$ cat src/rtl/bcd_disp_pkg.sv
// Shared constants for the BCD seven-segment display block.
// Patterns are active-high {g,f,e,d,c,b,a}.
package bcd_disp_pkg;

  localparam int NUM_DIGITS = 3;

  localparam logic [6:0] SEG_0     = 7'b0111111;
  localparam logic [6:0] SEG_1     = 7'b0000110;
  localparam logic [6:0] SEG_2     = 7'b1011011;
  localparam logic [6:0] SEG_3     = 7'b1001111;
  localparam logic [6:0] SEG_4     = 7'b1100110;
  localparam logic [6:0] SEG_5     = 7'b1101101;
  localparam logic [6:0] SEG_6     = 7'b1111101;
  localparam logic [6:0] SEG_7     = 7'b0000111;
  localparam logic [6:0] SEG_8     = 7'b1111111;
  localparam logic [6:0] SEG_9     = 7'b1101111;
  localparam logic [6:0] SEG_DASH  = 7'b1000000;
  localparam logic [6:0] SEG_BLANK = 7'b0000000;

  function automatic logic has_bad_nibble(
    input logic [11:0] v
  );
    return (v[3:0] > 4'd9) ||
           (v[7:4] > 4'd9) ||
           (v[11:8] > 4'd9);
  endfunction

endpackage

$ cat src/rtl/bcd_seg_display_bcd_to_seg.sv
// Combinational nibble to active-high segment pattern.
// Non-decimal codes render as a dash.
module bcd_to_seg
  import bcd_disp_pkg::*;
(
  input  logic [3:0] nib,
  output logic [6:0] pat
);

  always_comb begin
    pat = SEG_DASH;
    unique case (nib)
      4'd0:    pat = SEG_0;
      4'd1:    pat = SEG_1;
      4'd2:    pat = SEG_2;
      4'd3:    pat = SEG_3;
      4'd4:    pat = SEG_4;
      4'd5:    pat = SEG_5;
      4'd6:    pat = SEG_6;
      4'd7:    pat = SEG_7;
      4'd8:    pat = SEG_8;
      4'd9:    pat = SEG_9;
      default: pat = SEG_DASH;
    endcase
  end

endmodule

$ cat src/rtl/bcd_seg_display.sv
// CPU BCD result bus to a multiplexed 3-digit common-anode display.
// Filters the async bus, latches per frame, scans one digit per slot.
module bcd_seg_display
  import bcd_disp_pkg::*;
#(
  parameter int SCAN_DIV      = 50000,
  parameter int GAP           = 4,
  parameter int BLANK_LEADING = 1
) (
  input  logic        clk,
  input  logic        reset,
  input  logic [11:0] bcd_in,
  output logic [6:0]  seg,
  output logic        dp,
  output logic [2:0]  an,
  output logic        err
);

  localparam int CW = (SCAN_DIV > 1) ? $clog2(SCAN_DIV) : 1;
  localparam logic [CW-1:0] CNT_MAX = CW'(SCAN_DIV - 1);
  localparam logic [CW-1:0] CNT_GAP = CW'(GAP);
  localparam logic [1:0]    IDX_MAX = 2'(NUM_DIGITS - 1);

  logic [11:0]   s1;
  logic [11:0]   s2;
  logic [11:0]   stable_r;
  logic [11:0]   disp_r;
  logic [CW-1:0] cnt;
  logic [1:0]    idx;
  logic          wrap;
  logic          frame;
  logic [3:0]    nib;
  logic          blank;
  logic          lit;
  logic [6:0]    pat;

  assign wrap  = (cnt == CNT_MAX);
  assign frame = wrap && (idx == IDX_MAX);
  assign dp    = 1'b1;

  // Only a value seen on two consecutive samples is trusted.
  always_ff @(posedge clk or negedge reset) begin
    if (!reset) begin
      s1       <= '0;
      s2       <= '0;
      stable_r <= '0;
    end else begin
      s1 <= bcd_in;
      s2 <= s1;
      if (s1 == s2)
        stable_r <= s2;
    end
  end

  always_ff @(posedge clk or negedge reset) begin
    if (!reset) begin
      cnt <= '0;
      idx <= '0;
    end else if (wrap) begin
      cnt <= '0;
      idx <= (idx == IDX_MAX) ? 2'd0 : idx + 2'd1;
    end else begin
      cnt <= cnt + 1'b1;
    end
  end

  always_ff @(posedge clk or negedge reset) begin
    if (!reset) begin
      disp_r <= '0;
      err    <= 1'b0;
    end else if (frame) begin
      disp_r <= stable_r;
      err    <= has_bad_nibble(stable_r);
    end
  end

  always_comb begin
    nib   = disp_r[3:0];
    blank = 1'b0;
    unique case (idx)
      2'd2: begin
        nib   = disp_r[11:8];
        blank = (BLANK_LEADING != 0) &&
                (disp_r[11:8] == 4'd0);
      end
      2'd1: begin
        nib   = disp_r[7:4];
        blank = (BLANK_LEADING != 0) &&
                (disp_r[11:4] == 8'd0);
      end
      default: begin
        nib   = disp_r[3:0];
        blank = 1'b0;
      end
    endcase
  end

  bcd_to_seg u_dec (
    .nib (nib),
    .pat (pat)
  );

  assign lit = (cnt >= CNT_GAP) && !blank;

  always_ff @(posedge clk or negedge reset) begin
    if (!reset) begin
      an  <= 3'b111;
      seg <= ~SEG_BLANK;
    end else begin
      an  <= lit ? ~(3'b001 << idx) : 3'b111;
      seg <= lit ? ~pat : ~SEG_BLANK;
    end
  end

endmodule

$ cat config.mk
export PLATFORM = sky130hd
export DESIGN_NAME = bcd_seg_display
export DESIGN_NICKNAME = d
export VERILOG_FILES = /design/src/rtl/bcd_disp_pkg.sv /design/src/rtl/bcd_seg_display_bcd_to_seg.sv /design/src/rtl/bcd_seg_display.sv
export SDC_FILE = /design/constraint.sdc
export NUM_CORES = 1
export LEC_CHECK = 0
export CAP_MARGIN = 10
export CORE_MARGIN = 2
export CORE_UTILIZATION = 45
export CTS_BUF_LIST = sky130_fd_sc_hd__clkbuf_8
export CTS_CLUSTER_SIZE = 14
export DETAILED_ROUTE_END_ITERATION = 16
export PLACE_DENSITY_LB_ADDON = 0.08
export SYNTH_ARGS = -nofsm -noshare
export SYNTH_HDL_FRONTEND = slang
export SYNTH_HIERARCHICAL = 1
export SYNTH_SLANG_ARGS = --single-unit
export TNS_END_PERCENT = 30
$ cat constraint.sdc
create_clock -name clk -period 2.7 [get_ports clk]
set_input_delay 0.675 -clock clk [delete_from_list [all_inputs] [get_ports clk]]
set_output_delay 0.675 -clock clk [all_outputs]
set_load 0.02 [all_outputs]
---- Yosys cells after proc, flatten, opt, wreduce, memory -nomap -nowiden ----
Memory sizes are Yosys's and may differ from the RTL's.
Index checks and enable logic that the tools add are counted.
W data, S select, Z words.
word-level totals
  register bits ........................... 77
  ROM bits ................................ 112
  bits of input ports ..................... 14
  memories ................................ 1
memory list
  memory           words  width  read ports  clocked after memory_dff  write ports  line                              source
  (no name shown)  16     7      1           0                         0            bcd_seg_display_bcd_to_seg.sv:12  unique case (nib)
operators by class
  add/subtract/negate cells ............... 2
  magnitude comparators ................... 4
  equal/unequal tests ..................... 4
  shifts and indexed selects .............. 1
  multiplexer cells ....................... 6
  bitwise logic cells ..................... 2
  reductions and logical operators ........ 7
operator list
  cell                     count
  $add A16 B1 Y16 const B  1
  $eq A16 B16 Y1 const B   1
  $ge A16 B3 Y1 const B    1
  $mux W16                 1
  $eq A12 B12 Y1           1
  $gt A4 B4 Y1 const B     3
  $logic_not A8 Y1         1
  $pmux W4 S2              1
  $mux W7                  1
  $not A7 Y7               1
  $logic_not A4 Y1         1
  $mux W3                  1
  $not A3 Y3               1
  $shl A1 B2 Y3 const A    1
  $add A2 B1 Y2 const B    1
  $eq A2 B1 Y1 const B     1
  $eq A2 B2 Y1 const B     1
  $logic_and A1 B1 Y1      2
  $logic_or A1 B1 Y1       2
  $mux W2                  1
  $pmux W1 S2              1
  $logic_not A1 Y1         1

---- Longest topological paths before layout ----
  depth in word-level cells ............... 5
  mapped depth ............................ 10

---- Hierarchy ----
The synthesis kept the hierarchy.
modules (own cells, without submodules)
  module           times used  cells an instance  area an instance (sq um)  sequential area each (sq um)
  bcd_seg_display  1           229                3072.9                    1939.4
  bcd_to_seg       1           29                 227.7                     0.0

---- Least setup slack after synthesis ----
No wires, ideal clock.
  kind .................................... register to register
  start ................................... reg idx[0]
  end ..................................... reg seg[0]
  setup time .............................. 97 ps
  data arrival time ....................... 2147 ps
  required time ........................... 2603 ps
  path slack .............................. 456 ps
  cell stages (with the launch flop) ...... 11
  clock period less this slack ............ 2244 ps
  cells stage by stage .................... dfrtp_1 > inv_1 > ha_1 > clkbuf_1 > nor2_1 > a21oi_1 > inv_1 > ha_1 > mux2_2 > o22ai_1 > nand2_1
on the way
  longest elaborated chain between the ends .. 5
  elaborated cells between the ends (all ways) .. 9
  classes of those cells .................. eq/ne: 2; mux: 3; bitwise: 1; reduce/logical: 2; memory: 1
RTL lines
  what                                                 line                    source
  from (decl)                                          bcd_seg_display.sv:29   logic [1:0] idx;
  from (signal assigned)                               bcd_seg_display.sv:61   idx <= (idx == IDX_MAX) ? 2'd0 : idx + 2'd1;
  $eq A2 B1 Y1 / $eq A2 B2 Y1 (equally long branches)  bcd_seg_display.sv:80   unique case (idx)
  $pmux W4 S2 *                                        bcd_seg_display.sv:80
  named net nib[1]                                     bcd_seg_display.sv:32   logic [3:0] nib;
  $mem_v2 Z16 W7 *                                     -
  named net pat[0]                                     bcd_seg_display.sv:35   logic [6:0] pat;
  $not A7 Y7 *                                         bcd_seg_display.sv:111  seg <= lit ? ~pat : ~SEG_BLANK;
  $mux W7 *                                            bcd_seg_display.sv:111
  to (signal assigned)                                 bcd_seg_display.sv:108  seg <= ~SEG_BLANK;
  to (signal assigned)                                 bcd_seg_display.sv:111
  to (decl)                                            bcd_seg_display.sv:13   output logic [6:0] seg,
The timed path passes the listed nets; every way through them passes the cells marked *.
A chain may end at the register's enable or synchronous reset.

---- Final worst setup path ----
  start ................................... reg cnt[10]
  end ..................................... reg disp_r[2]
on the way
  longest elaborated chain between the ends .. 2
RTL lines
  what                    line                   source
  from (decl)             bcd_seg_display.sv:28  logic [CW-1:0] cnt;
  from (signal assigned)  bcd_seg_display.sv:63  cnt <= cnt + 1'b1;
  $eq A16 B16 Y1          bcd_seg_display.sv:37  assign wrap = (cnt == CNT_MAX);
  $logic_and A1 B1 Y1     bcd_seg_display.sv:38  assign frame = wrap && (idx == IDX_MAX);
  to (signal assigned)    bcd_seg_display.sv:72  disp_r <= stable_r;
  to (decl)               bcd_seg_display.sv:27  logic [11:0] disp_r;
No other way between the ends.

==> results_dict.tcl <==
set metrics [dict create \
    dp_cells 379 \
    clockBufferDepth 2 \
    power_leakage_nw 1.83 \
    grtUsageMet3_pct 3.84 \
    critical_path.top_delay_family "simple AND/OR/NAND/NOR gates" \
    synth_nets 285 \
    portBuffers 24 \
    rsz0062_at_grt "false" \
    die-area_mm2 0.00804 \
    first_iter_violations 85 \
    clkLatencyLatePin_ns 0.36 \
    grt_use_met2_pct 22.3 \
    post-route-drc-count 0 \
    cp_slowest_cell "or4_4" \
    path_max_fanout 13 \
    maxCapViolCount 0 \
    max-vdd-ir-drop_uv 335 \
    die_width_um 89.6 \
    worstPathArrival_ns 2.45 \
    p_per_area_mw_per_mm2 571 \
    setup_viol 0 \
    hold_viol_final 0 \
    setup-tns-final_ns 0 \
    required_ns 2.94 \
    yosys_warnings 6 \
    io_pins 26 \
    critPathCaptureType "register" \
    antenna_found_initial 0 \
    clk_pin_slew_ns 0.08 \
    clockRootBuffer "clkbuf_8" \
    fin_area_mm2 0.00388 \
    cts_buffers 9 \
    skew_ns 0.00701 \
    synth_cell_type_count 39 \
    grt_pass1_wl_um 9140 \
    async_flop_share_pct 100 \
    gp_congestion 0.778 \
    worstPathCellList "or4_4 > nor4_4 > nand3_2 > mux2_4" \
    vias 1916 \
    tightest_slew_ns 0.568 \
    yosysSeqAreaShare_pct 58.8 \
    ant_nets 0 \
    synthFlopType "dfrtp_1" \
    wl_um 5270 \
    core_area_mm2 0.00718 \
    instances_no_fill 395 \
    drive_above_1_share_pct 21.6 \
    nets 318 \
    syn_to_final_growth_pct 17.6 \
    synth-edff-count 0 \
    hp-class "primary input to asynchronous set/reset pin" \
    cpPeakStageDelay_ns 0.57 \
    cts_resized 0 \
    max_freq_mhz 454 \
    start_util_pct 46.0 \
    ys_seq_elements 77 \
    vias_per_cell 4.85 \
    busiest_layer "met2" \
    grt_max_degree 43 \
    cts_setup_buffers 0 \
    syn-cell-area_mm2 0.00330 \
    cts_tree "built" \
    hpwl_um 3620 \
    rows 31 \
    period_share_pct 81.6 \
    postPlaceCellArea_mm2 0.00366 \
    slew_violations 0 \
    htreeDepth 3 \
    hold_buffers 0 \
    grt_overflow_total 0 \
    post-route-util_pct 54.1 \
    grtUsageMet1_pct 21.3 \
    critPathKind "register to register" \
    synthCells 258 \
    drtPass1Iterations 4 \
    worstSetupStartpointType "register" \
    outcome "finished clean" \
    wl_per_cell_um 13.3 \
    die_y_um 89.6 \
    cts_sinks 77 \
    timing.critical_path.buf_inv 0 \
    period_needed_ns 2.20 \
    syn_area_per_cell_um2 12.8 \
    diodes 0 \
    grt_pass1_vias 1805 \
    slew_headroom_pct 62.0 \
    grt_usage_pct 15.5 \
]
==> metrics by stage <==
step	power [mW]	setup slack [ns]	hold slack, ns
after global routing	2.32	0.361	0.295
final	2.22	0.496	0.269
after CTS	2.25	0.478	0.273
after detailed placement	1.27	0.492	0.379
after global placement	1.27	0.538	0.377
after floorplan	1.22	0.456	0.372
==> power by group <==
group / switching [mW] / leakage, nW / internal (mW) / total [mW]
clock: 0.445 / 0.110 / 0.525 / 0.970
sequential: 0.0137 / 0.970 / 1.17 / 1.19
combinational: 0.0313 / 0.748 / 0.0291 / 0.0604
==> cell families after synthesis <==
family / count (synthesis) / synth area share (%)
and+or+nand+nor: 73 / 11.6
muxes: 26 / 10.0
buffers and inverters: 17 / 2.77
adders and majority gates: 13 / 4.93
other: 1 / 0.114
AOI/OAI and AO/OA: 26 / 5.23
xor gates and xnor gates: 25 / 6.63
DFF: 77 / 58.8
==> layout by cell type (no fill, tap or decap), drive strengths merged, types with 3 or more instances in the layout <==
master | synthesis | final
a21oi | 5 | 5
a22oi | 5 | 5
and3 | 3 | 3
buf | 6 | 6
clkbuf | 1 | 9
clkdlybuf4s50 | 0 | 23
clkinv | 0 | 3
dfrtp | 67 | 67
dfstp | 10 | 10
ha | 13 | 13
inv | 10 | 11
mux2 | 26 | 26
nand2 | 15 | 15
nand3 | 14 | 14
nand4 | 3 | 3
nor2 | 19 | 19
nor2b | 3 | 3
nor4 | 7 | 7
o21ai | 7 | 7
o22ai | 3 | 3
xnor2 | 5 | 5
xor2 | 20 | 20
==> synthesized netlist by cell type (2+ instances only) <==
library cell | instances | share of area (%)
nor3_1 | 2 | 0.30
xor2_1 | 20 | 5.3
mux2_2 | 16 | 5.5
and3_1 | 3 | 0.57
a21oi_1 | 5 | 0.76
nand2_1 | 15 | 1.7
nand3_1 | 13 | 2.0
dfstp_2 | 10 | 8.0
dfrtp_1 | 67 | 51
nor2b_1 | 3 | 0.57
xnor2_1 | 5 | 1.3
and2_1 | 2 | 0.38
a22oi_1 | 4 | 0.91
nand4_1 | 3 | 0.57
inv_1 | 10 | 1.1
buf_6 | 3 | 1.0
o31a_1 | 2 | 0.53
o21ai_0 | 7 | 1.1
mux2_4 | 10 | 4.5
o22ai_1 | 3 | 0.57
nor4_1 | 6 | 1.1
nor2_1 | 19 | 2.2
a21o_1 | 2 | 0.45
ha_1 | 13 | 4.9
==> flip-flops by register name, indices dropped and copies added (netlist names) <==
name	count
an	3
cnt	16
disp_r	12
err	1
idx	2
s1	12
s2	12
seg	7
stable_r	12
==> worst paths after layout <==
path                            cells after the start     from          end  slack, ns
max in group asynchronous                           2    reset  stable_r[9]       1.86
worst max-delay path                                4  cnt[10]    disp_r[2]       0.50
min in group clk                                    0    s1[7]        s2[7]       0.39
worst min register to register                      0    s1[7]        s2[7]       0.39
worst max register to register                      4  cnt[10]    disp_r[2]       0.50
worst min-delay path                                1    reset       cnt[6]       0.27
==> cell type report <==
type | count | area, um^2
fillers | 620 | 3290
flip-flops and latches | 77 | 1940
multi-input cells | 164 | 1270
repair buffers | 29 | 288
clock buffers | 9 | 124
well taps | 99 | 124
clock inverters | 7 | 98.8
inverters | 10 | 37.5
==> metal layers <==
layer  routed length [um]  up-vias
met4                  145        0
met5                    0        -
met1                 2580      921
met2                 2380       30
li1                     -      954
met3                  163       11
No activity file was read; power rests on OpenSTA's default activity.
